**config.mk**
```make
export PLATFORM = sky130hd
export DESIGN_NAME = dual_issue_queue
export DESIGN_NICKNAME = d
export VERILOG_FILES = /design/src/rtl/dual_issue_queue.sv
export SDC_FILE = /design/constraint.sdc
export NUM_CORES = 1
export LEC_CHECK = 0
export BUFFER_PORTS_ARGS = -buffer_cell sky130_fd_sc_hd__buf_2
export CAP_MARGIN = 20
export CORE_MARGIN = 2
export CORE_UTILIZATION = 60
export DETAILED_ROUTE_END_ITERATION = 12
export GPL_ROUTABILITY_DRIVEN = 0
export PLACE_DENSITY_LB_ADDON = 0.25
export SLEW_MARGIN = 20
export SYNTH_ARGS = -nofsm -noshare
export SYNTH_HDL_FRONTEND = slang
export SYNTH_SLANG_ARGS = --single-unit
```
**constraint.sdc**
```tcl
create_clock -name i_clk -period 5.2 [get_ports i_clk]
set_clock_uncertainty 0.15 [all_clocks]
set_input_delay 1.56 -clock i_clk [delete_from_list [all_inputs] [get_ports i_clk]]
set_output_delay 1.56 -clock i_clk [all_outputs]
set_load 0.02 [all_outputs]
```
**src/rtl/dual_issue_queue.sv**
```systemverilog
// 12-entry wakeup/select issue queue feeding two valid/ready issue pipes.
// Optional synchronous flush input enabled by DUAL_ISSUE_QUEUE_FLUSH_EN.
module dual_issue_queue #(
  parameter int REQ_N  = 12,
  parameter int OUT_N  = $clog2(REQ_N),
  parameter int DATA_W = 32,
  parameter int TAG_W  = 6
) (
  input  logic              i_clk,
  input  logic              i_rst_n,
`ifdef DUAL_ISSUE_QUEUE_FLUSH_EN
  input  logic              i_flush,
`endif
  input  logic              i_alloc_valid,
  output logic              o_alloc_ready,
  input  logic [DATA_W-1:0] i_alloc_data,
  input  logic [TAG_W-1:0]  i_alloc_tag,
  input  logic              i_alloc_rdy,
  input  logic              i_wake_valid,
  input  logic [TAG_W-1:0]  i_wake_tag,
  output logic              o_iss1_valid,
  output logic [DATA_W-1:0] o_iss1_data,
  output logic [OUT_N-1:0]  o_iss1_idx,
  input  logic              i_iss1_ready,
  output logic              o_iss2_valid,
  output logic [DATA_W-1:0] o_iss2_data,
  output logic [OUT_N-1:0]  o_iss2_idx,
  input  logic              i_iss2_ready,
  output logic [OUT_N:0]    o_count
);

  localparam int CW = OUT_N + 1;

  logic [REQ_N-1:0]  valid_q;
  logic [REQ_N-1:0]  rdy_q;
  logic [REQ_N-1:0]  valid_d;
  logic [REQ_N-1:0]  rdy_d;
  logic [TAG_W-1:0]  tag_q [REQ_N];
  logic [DATA_W-1:0] data_q [REQ_N];
  logic [CW-1:0]     count_q;
  logic [CW-1:0]     count_d;

  logic [REQ_N-1:0]  req;
  logic [REQ_N-1:0]  req2;
  logic [REQ_N-1:0]  p1_oh;
  logic [REQ_N-1:0]  p2_oh;
  logic [REQ_N-1:0]  free_oh;
  logic [REQ_N-1:0]  wr_oh;
  logic [REQ_N-1:0]  clr_oh;
  logic [REQ_N-1:0]  wake_hit;
  logic              flush;
  logic              alloc_fire;
  logic              iss1_fire;
  logic              iss2_fire;
  logic              alloc_wake;

`ifdef DUAL_ISSUE_QUEUE_FLUSH_EN
  assign flush = i_flush;
`else
  assign flush = 1'b0;
`endif

  function automatic logic [OUT_N-1:0] enc(
    input logic [REQ_N-1:0] oh
  );
    enc = '0;
    for (int i = 0; i < REQ_N; i++) begin
      if (oh[i]) enc = enc | OUT_N'(i);
    end
  endfunction

  // x & -x isolates the lowest set bit; ~v & (v+1) the lowest clear bit
  assign req     = valid_q & rdy_q;
  assign p1_oh   = req & (~req + REQ_N'(1));
  assign req2    = req & ~p1_oh;
  assign p2_oh   = req2 & (~req2 + REQ_N'(1));
  assign free_oh = ~valid_q & (valid_q + REQ_N'(1));

  assign o_alloc_ready = ~&valid_q & ~flush;
  assign o_iss1_valid  = |req;
  assign o_iss2_valid  = |req2;
  assign o_iss1_idx    = enc(p1_oh);
  assign o_iss2_idx    = enc(p2_oh);
  assign o_count       = count_q;

  assign alloc_fire = i_alloc_valid & o_alloc_ready;
  assign iss1_fire  = o_iss1_valid & i_iss1_ready;
  assign iss2_fire  = o_iss2_valid & i_iss2_ready;
  assign alloc_wake = i_wake_valid & (i_alloc_tag == i_wake_tag);

  assign clr_oh = ({REQ_N{iss1_fire}} & p1_oh)
                | ({REQ_N{iss2_fire}} & p2_oh);
  assign wr_oh  = {REQ_N{alloc_fire}} & free_oh;

  always_comb begin
    o_iss1_data = '0;
    o_iss2_data = '0;
    wake_hit    = '0;
    for (int i = 0; i < REQ_N; i++) begin
      if (p1_oh[i]) o_iss1_data = o_iss1_data | data_q[i];
      if (p2_oh[i]) o_iss2_data = o_iss2_data | data_q[i];
      wake_hit[i] = i_wake_valid & (tag_q[i] == i_wake_tag);
    end
  end

  // Written slots are free and cleared slots are occupied: never both
  always_comb begin
    valid_d = (valid_q & ~clr_oh) | wr_oh;
    rdy_d   = '0;
    for (int i = 0; i < REQ_N; i++) begin
      unique case (1'b1)
        wr_oh[i]:  rdy_d[i] = i_alloc_rdy | alloc_wake;
        clr_oh[i]: rdy_d[i] = 1'b0;
        default:   rdy_d[i] = rdy_q[i]
                            | (valid_q[i] & wake_hit[i]);
      endcase
    end
    count_d = count_q
            + CW'(alloc_fire)
            - CW'(iss1_fire)
            - CW'(iss2_fire);
    if (flush) begin
      valid_d = '0;
      rdy_d   = '0;
      count_d = '0;
    end
  end

  always_ff @(posedge i_clk or negedge i_rst_n) begin
    if (!i_rst_n) begin
      valid_q <= '0;
      rdy_q   <= '0;
      count_q <= '0;
    end else begin
      valid_q <= valid_d;
      rdy_q   <= rdy_d;
      count_q <= count_d;
    end
  end

  always_ff @(posedge i_clk or negedge i_rst_n) begin
    if (!i_rst_n) begin
      for (int i = 0; i < REQ_N; i++) begin
        tag_q[i]  <= '0;
        data_q[i] <= '0;
      end
    end else begin
      for (int i = 0; i < REQ_N; i++) begin
        if (wr_oh[i]) begin
          tag_q[i]  <= i_alloc_tag;
          data_q[i] <= i_alloc_data;
        end
      end
    end
  end

endmodule

```
# [Yosys cells after proc, flatten, opt, wreduce, memory -nomap -nowiden]
# Index checks and enable logic that the tools add are counted.
[word_totals] regBits=485 inputBits=51 out_inout_bits=80 wordCells=187
[classes] addsub=6 n_eq_ne=13 muxes=58 n_bitwise=79 n_reduce_logical=4
[op_table] cell="$mux W32" n=24
[op_table] cell="$or A32 B32 Y32" n=22
[op_table] cell="$and A12 B12 Y12" n=9
[op_table] cell="$eq A6 B6 Y1" n=13
[op_table] cell="$not A12 Y12" n=5
[op_table] cell="$add A12 B1 Y12 const B" n=3
[op_table] cell="$mux W4" n=8
[op_table] cell="$and A1 B1 Y1" n=28
[op_table] cell="$mux W3" n=8
[op_table] cell="$or A12 B12 Y12" n=2
[op_table] cell="$pmux W1 S2" n=12
[op_table] cell="$reduce_or A12 Y1" n=2
[op_table] cell="$or A1 B1 Y1" n=13
[op_table] cell="$reduce_and A12 Y1" n=1
[op_table] cell="$sub A5 B1 Y5" n=2
[op_table] cell="$mux W2" n=4
[op_table] cell="$add A5 B1 Y5" n=1
[op_table] cell="$mux W1" n=2
[op_table] cell="$logic_not A1 Y1" n=1

# [Longest topological paths before layout]
[logic_depth] depth_word=32 ltp_mapped=17 mapped_depth_nobuf=13

# [Least setup slack after synthesis]
# Ideal clock, no wire load.
[synth_path] path_type="register -> output" from="reg valid_q[2]" to="out o_iss1_data[11]" arrival_time_ns=2.379 t_required_ns=3.490 setup_slack_ns=1.111 path_stages_with_launch=9 cell_sequence="dfrtp_1 > a222oi_1 > buf_2 > buf_2 > nand4_1 > nor2_1 > clkbuf_1 > a22oi_1 > nand3_1"
[synth_between] elab_chain_len=23
[synth_rtl] element="from (decl)" line_no="34" source="logic [REQ_N-1:0] valid_q;"
[synth_rtl] element="from (signal assigned)" line_no="135" source="valid_q <= valid_d;"
[synth_rtl] element="$and A12 B12 Y12 (*)" line_no="73" source="assign req = valid_q & rdy_q;"
[synth_rtl] element="$not A12 Y12" line_no="74" source="assign p1_oh = req & (~req + REQ_N'(1));"
[synth_rtl] element="$add A12 B1 Y12" line_no="74"
[synth_rtl] element="$and A12 B12 Y12 (*)" line_no="74"
[synth_rtl] element="$mux W32" line_no="100" source="if (p1_oh[i]) o_iss1_data = o_iss1_data | data_q[i];"
[synth_rtl] element="$or A32 B32 Y32" line_no="100"
[synth_rtl] element="$mux W32" line_no="100"
[synth_rtl] element="$or A32 B32 Y32" line_no="100"
[synth_rtl] element="[... 7 more ...]"
[synth_rtl] element="$or A32 B32 Y32" line_no="100"
[synth_rtl] element="$mux W32" line_no="100"
[synth_rtl] element="$or A32 B32 Y32" line_no="100"
[synth_rtl] element="$mux W32" line_no="100"
[synth_rtl] element="$or A32 B32 Y32" line_no="100"
[synth_rtl] element="$mux W32" line_no="100"
[synth_rtl] element="$or A32 B32 Y32" line_no="100"
[synth_rtl] element="$mux W32 (*)" line_no="100"
[synth_rtl] element="to (decl)" line_no="22" source="output logic [DATA_W-1:0] o_iss1_data,"
# Mark *: on every way between the ends. The rest lies on a longest branch, timed or not.

# [Final worst setup path]
[layout_path] from="reg valid_q[2]" to="out o_iss2_data[31]"
[layout_between] elab_chain_len=28
[layout_rtl] element="$and A12 B12 Y12 (*)" line_no="73"
[layout_rtl] element="$not A12 Y12" line_no="74"
[layout_rtl] element="$add A12 B1 Y12" line_no="74"
[layout_rtl] element="$and A12 B12 Y12" line_no="74"
[layout_rtl] element="$not A12 Y12" line_no="75" source="assign req2 = req & ~p1_oh;"
[layout_rtl] element="$and A12 B12 Y12 (*)" line_no="75"
[layout_rtl] element="$not A12 Y12" line_no="76" source="assign p2_oh = req2 & (~req2 + REQ_N'(1));"
[layout_rtl] element="$add A12 B1 Y12" line_no="76"
[layout_rtl] element="[... 12 more ...]"
[layout_rtl] element="$or A32 B32 Y32" line_no="101" source="if (p2_oh[i]) o_iss2_data = o_iss2_data | data_q[i];"
[layout_rtl] element="$mux W32" line_no="101"
[layout_rtl] element="$or A32 B32 Y32" line_no="101"
[layout_rtl] element="$mux W32" line_no="101"
[layout_rtl] element="$or A32 B32 Y32" line_no="101"
[layout_rtl] element="$mux W32" line_no="101"
[layout_rtl] element="$or A32 B32 Y32" line_no="101"
[layout_rtl] element="$mux W32 (*)" line_no="101"
[layout_rtl] element="to (decl)" line_no="26" source="output logic [DATA_W-1:0] o_iss2_data,"
# Marked as above.

==> flow_summary.toml <==
[critical_path]
crit_type = "flip-flop to output port"
worst_r2r_endpoint = "o_count[2]"
crit_buf_inv = 4
critPathRequiredTime_ps = 3490
crit_path_start = "valid_q[2]"
timing.rr.start = "valid_q[2]"
critPathArrivalTime_ps = 3490
cpMostUsedCell = "buf_4"
worst_path_max_delay_cell = "dfrtp_1"
ff2ff_path_depth = 13
cp_slowest_stage_delay_ps = 450
start_kind = "flip-flop"
path_depth = 10
endpoint = "o_iss2_data[31]"
rrSetupSlack_ps = 870
end_kind = "output port"
crit_fanout = 24
cp_cell_sequence = "a222oi_1 -> buf_4 -> buf_12 -> a21oi_1 -> or2_4 -> nor3_4 -> buf_4 -> o21ai_0 -> nand4_1 -> buf_2"
cp_top_family = "buffers and inverters"

[finish]
multiInputGateArea_mm2 = 0.0124
finalNetCount = 2322
fill_cells = 3027
syn_to_final_growth_pct = 12.8
drive_gt1_share_pct = 34.6
layout_commonest_cell = "dfrtp_1"
mostFrequentLayoutCells = "dfrtp_1, mux2_2, buf_2"
finish.instance_area_mm2 = 0.0285
regArea_mm2 = 0.0121

[grt]
grt_max_degree = 119
overflow = 0
gr-usage-all-layers_pct = 37.4
grt_pass1_wl_mm = 124
antenna_found_initial = 3
grt_pass1_vias = 20700

[synth]
syn_area_mm2 = 0.0252
synthFlopType = "dfrtp_1"
synthArstFlopShare_pct = 100
synth-seq-cells = 485
syn_avg_cell_area_um2 = 11.3
synth.net_count = 2281
yosys.area.top_type = "dfrtp_1"
synth_top_cell_area_share_pct = 48.1
syn_inst = 2223
synthDistinctLibCells = 67
post_synth_main_area_contributors = "dfrtp_1, mux2_2, a221oi_1, a22oi_1, clkbuf_1"
ys_warn_count = 0
synth-edff-count = 0
yosysSeqAreaShare_pct = 48.1

[floorplan]
io_pins = 131
die_w_um = 209
rows = 75
core_area_mm2 = 0.0418
die_h_um = 209
die-area_mm2 = 0.0437
start_util_pct = 60.4

[power_and_ir_drop]
leakagePower_uw = 0.0124
vdd.ir_drop.worst_mv = 0.585
powerDensity_mw_per_mm2 = 690

[cts]
insertion_delay_ps = 600
cts_sinks = 485
cts_hold_buffers = 0
path_clk_slew_ps = 60
htree_levels = 2
cts_made_buffers = 51
cts_root_buffer = "clkbuf_16"
cts.path.max_buffers = 3
cts_tree = "yes"

[outcome]
violations = "setup timing"
status = "finished, violations left"

[route]
post-route-drc-count = 0
vias = 20600
wire_per_inst_um = 28.8
drt_iter0_markers = 2681
drt_first_pass_iters = 6
drtAntennaViolNets = 0
viasPerCell = 7.23
totalWireLength_mm = 81.8

[hold_path]
worstHoldPathType = "flip-flop to flip-flop"

[sta]
fin_crit_sh_pct = 100
period_minus_slack_ps = 5200
slew_headroom_pct = 24.8
slew_violations = 0
fin_ws_ps = -3.09
rsz0062_at_grt = "true"
fmax_mhz = 192
setup_violations = 2
hold_viol_final = 0
max_slew.worst_pin.slew_ps = 1120

[placement]
portBuffers = 130
dpl.hpwl_mm = 50.6
place_ws_ps = 518
placed_cell_area_mm2 = 0.0266

[run]
maxCapViolCount = 0
==> worst reg2reg max path, cell delays in order (launching register included) <==
cell	delay, ps
dfrtp_1	450
a222oi_1	450
buf_4	250
buf_12	220
a21oi_1	100
or2_4	290
or4b_1	720
nand2_1	190
fa_1	440
ha_1	220
ha_1	210
inv_1	90
fa_1	420
inv_1	70
==> registers in the layout, indices dropped and copies added, names as in the netlist <==
signal and cells:
data_q 384, o_count 5, rdy_q 12, tag_q 72
valid_q 12
==> per-layer routing <==
| metal | global-route usage (%) | vias up | part of all wire [%] |
|---|---|---|---|
| met5 | 0 | - | 0 |
| met4 | 19.8 | 0 | 5.6 |
| met3 | 10.5 | 339 | 12 |
| met2 | 56.5 | 1459 | 45 |
| met1 | 49.2 | 10300 | 38 |
| li1 | - | 8470 | - |
==> kinds of logic after synthesis <==
kind of cell | Yosys count | share of synthesized area [%]
fa+ha+maj | 11 | 0.570
mux | 456 | 20.4
compound gates | 494 | 15.1
simple gates | 447 | 9.01
flops | 485 | 48.1
xor+xnor | 84 | 2.92
buf+inv | 246 | 3.90
==> synthesized netlist by cell type (3+ instances only) <==
master and n:
a211oi_1 5, xor2_1 30, a41o_1 3, a22o_1 37, buf_1 17, nand2_1 102
a41oi_1 10, clkbuf_1 177, and3_1 37, a21oi_1 10, nor3_2 6, nor4_1 5
nor2_1 123, a22oi_1 94, and2_1 10, nor3_1 23, inv_1 14, a221o_1 32
o21ai_0 101, dfrtp_1 485, nand4_1 35, buf_4 3, mux2_1 12, a222oi_1 4
a311oi_1 3, a221oi_1 98, a21o_1 4, nor4b_1 32, nor2b_1 3, xnor2_1 54
maj3_1 3, a32o_1 34, o211ai_1 36, o22ai_1 3, nand3_1 59, buf_2 34
mux2_2 444, ha_1 5
==> metrics by stage <==
stage	hold slack (ps)	total power, µW	utilization (%)	setup TNS, ps	cells
detailed placement	346	15400	63.8	0	2742
CTS	361	19300	68.0	0	2835
global placement	340	15100	63.7	0	2741
global route	373	20300	68.1	-364	2841
finish	362	19600	68.1	-5.09	2842
floorplan	330	12000	-	0	2223
==> cell type report <==
class                      instances  share of cell area (%)
tap                              539                    2.37
multi-input combinational       1492                    43.4
clock inverter                    19                   0.787
timing repair buffer             220                    5.36
antenna                            2                  0.0176
clock buffer                      71                    5.21
sequential                       485                    42.7
inverter                          14                   0.185
==> where the power goes <==
part	switching, µW	internal [µW]
registers	1270	5320
clock network	1530	2230
logic	5700	3580
total	8490	11100
==> repair_timing <==
| item | CTS | global route |
|---|---|---|
| setup endpoints to repair | 32 | 69 |
| gates resized for setup | 3 | 7 |
| pin swaps | 1 | 3 |
| buffers inserted | 3 | 5 |
==> worst min path at each step <==
stage / startpoint / end / slack [ps] / depth (start not counted)
floorplan: tag_q[15] / tag_q[15] / 330 / 1
detailed placement: data_q[381] / data_q[381] / 350 / 1
CTS: data_q[375] / data_q[375] / 360 / 1
finish: data_q[353] / data_q[353] / 360 / 1
global placement: data_q[360] / data_q[360] / 340 / 1
global route: data_q[375] / data_q[375] / 370 / 1
No activity file was read; power rests on OpenSTA's default activity.
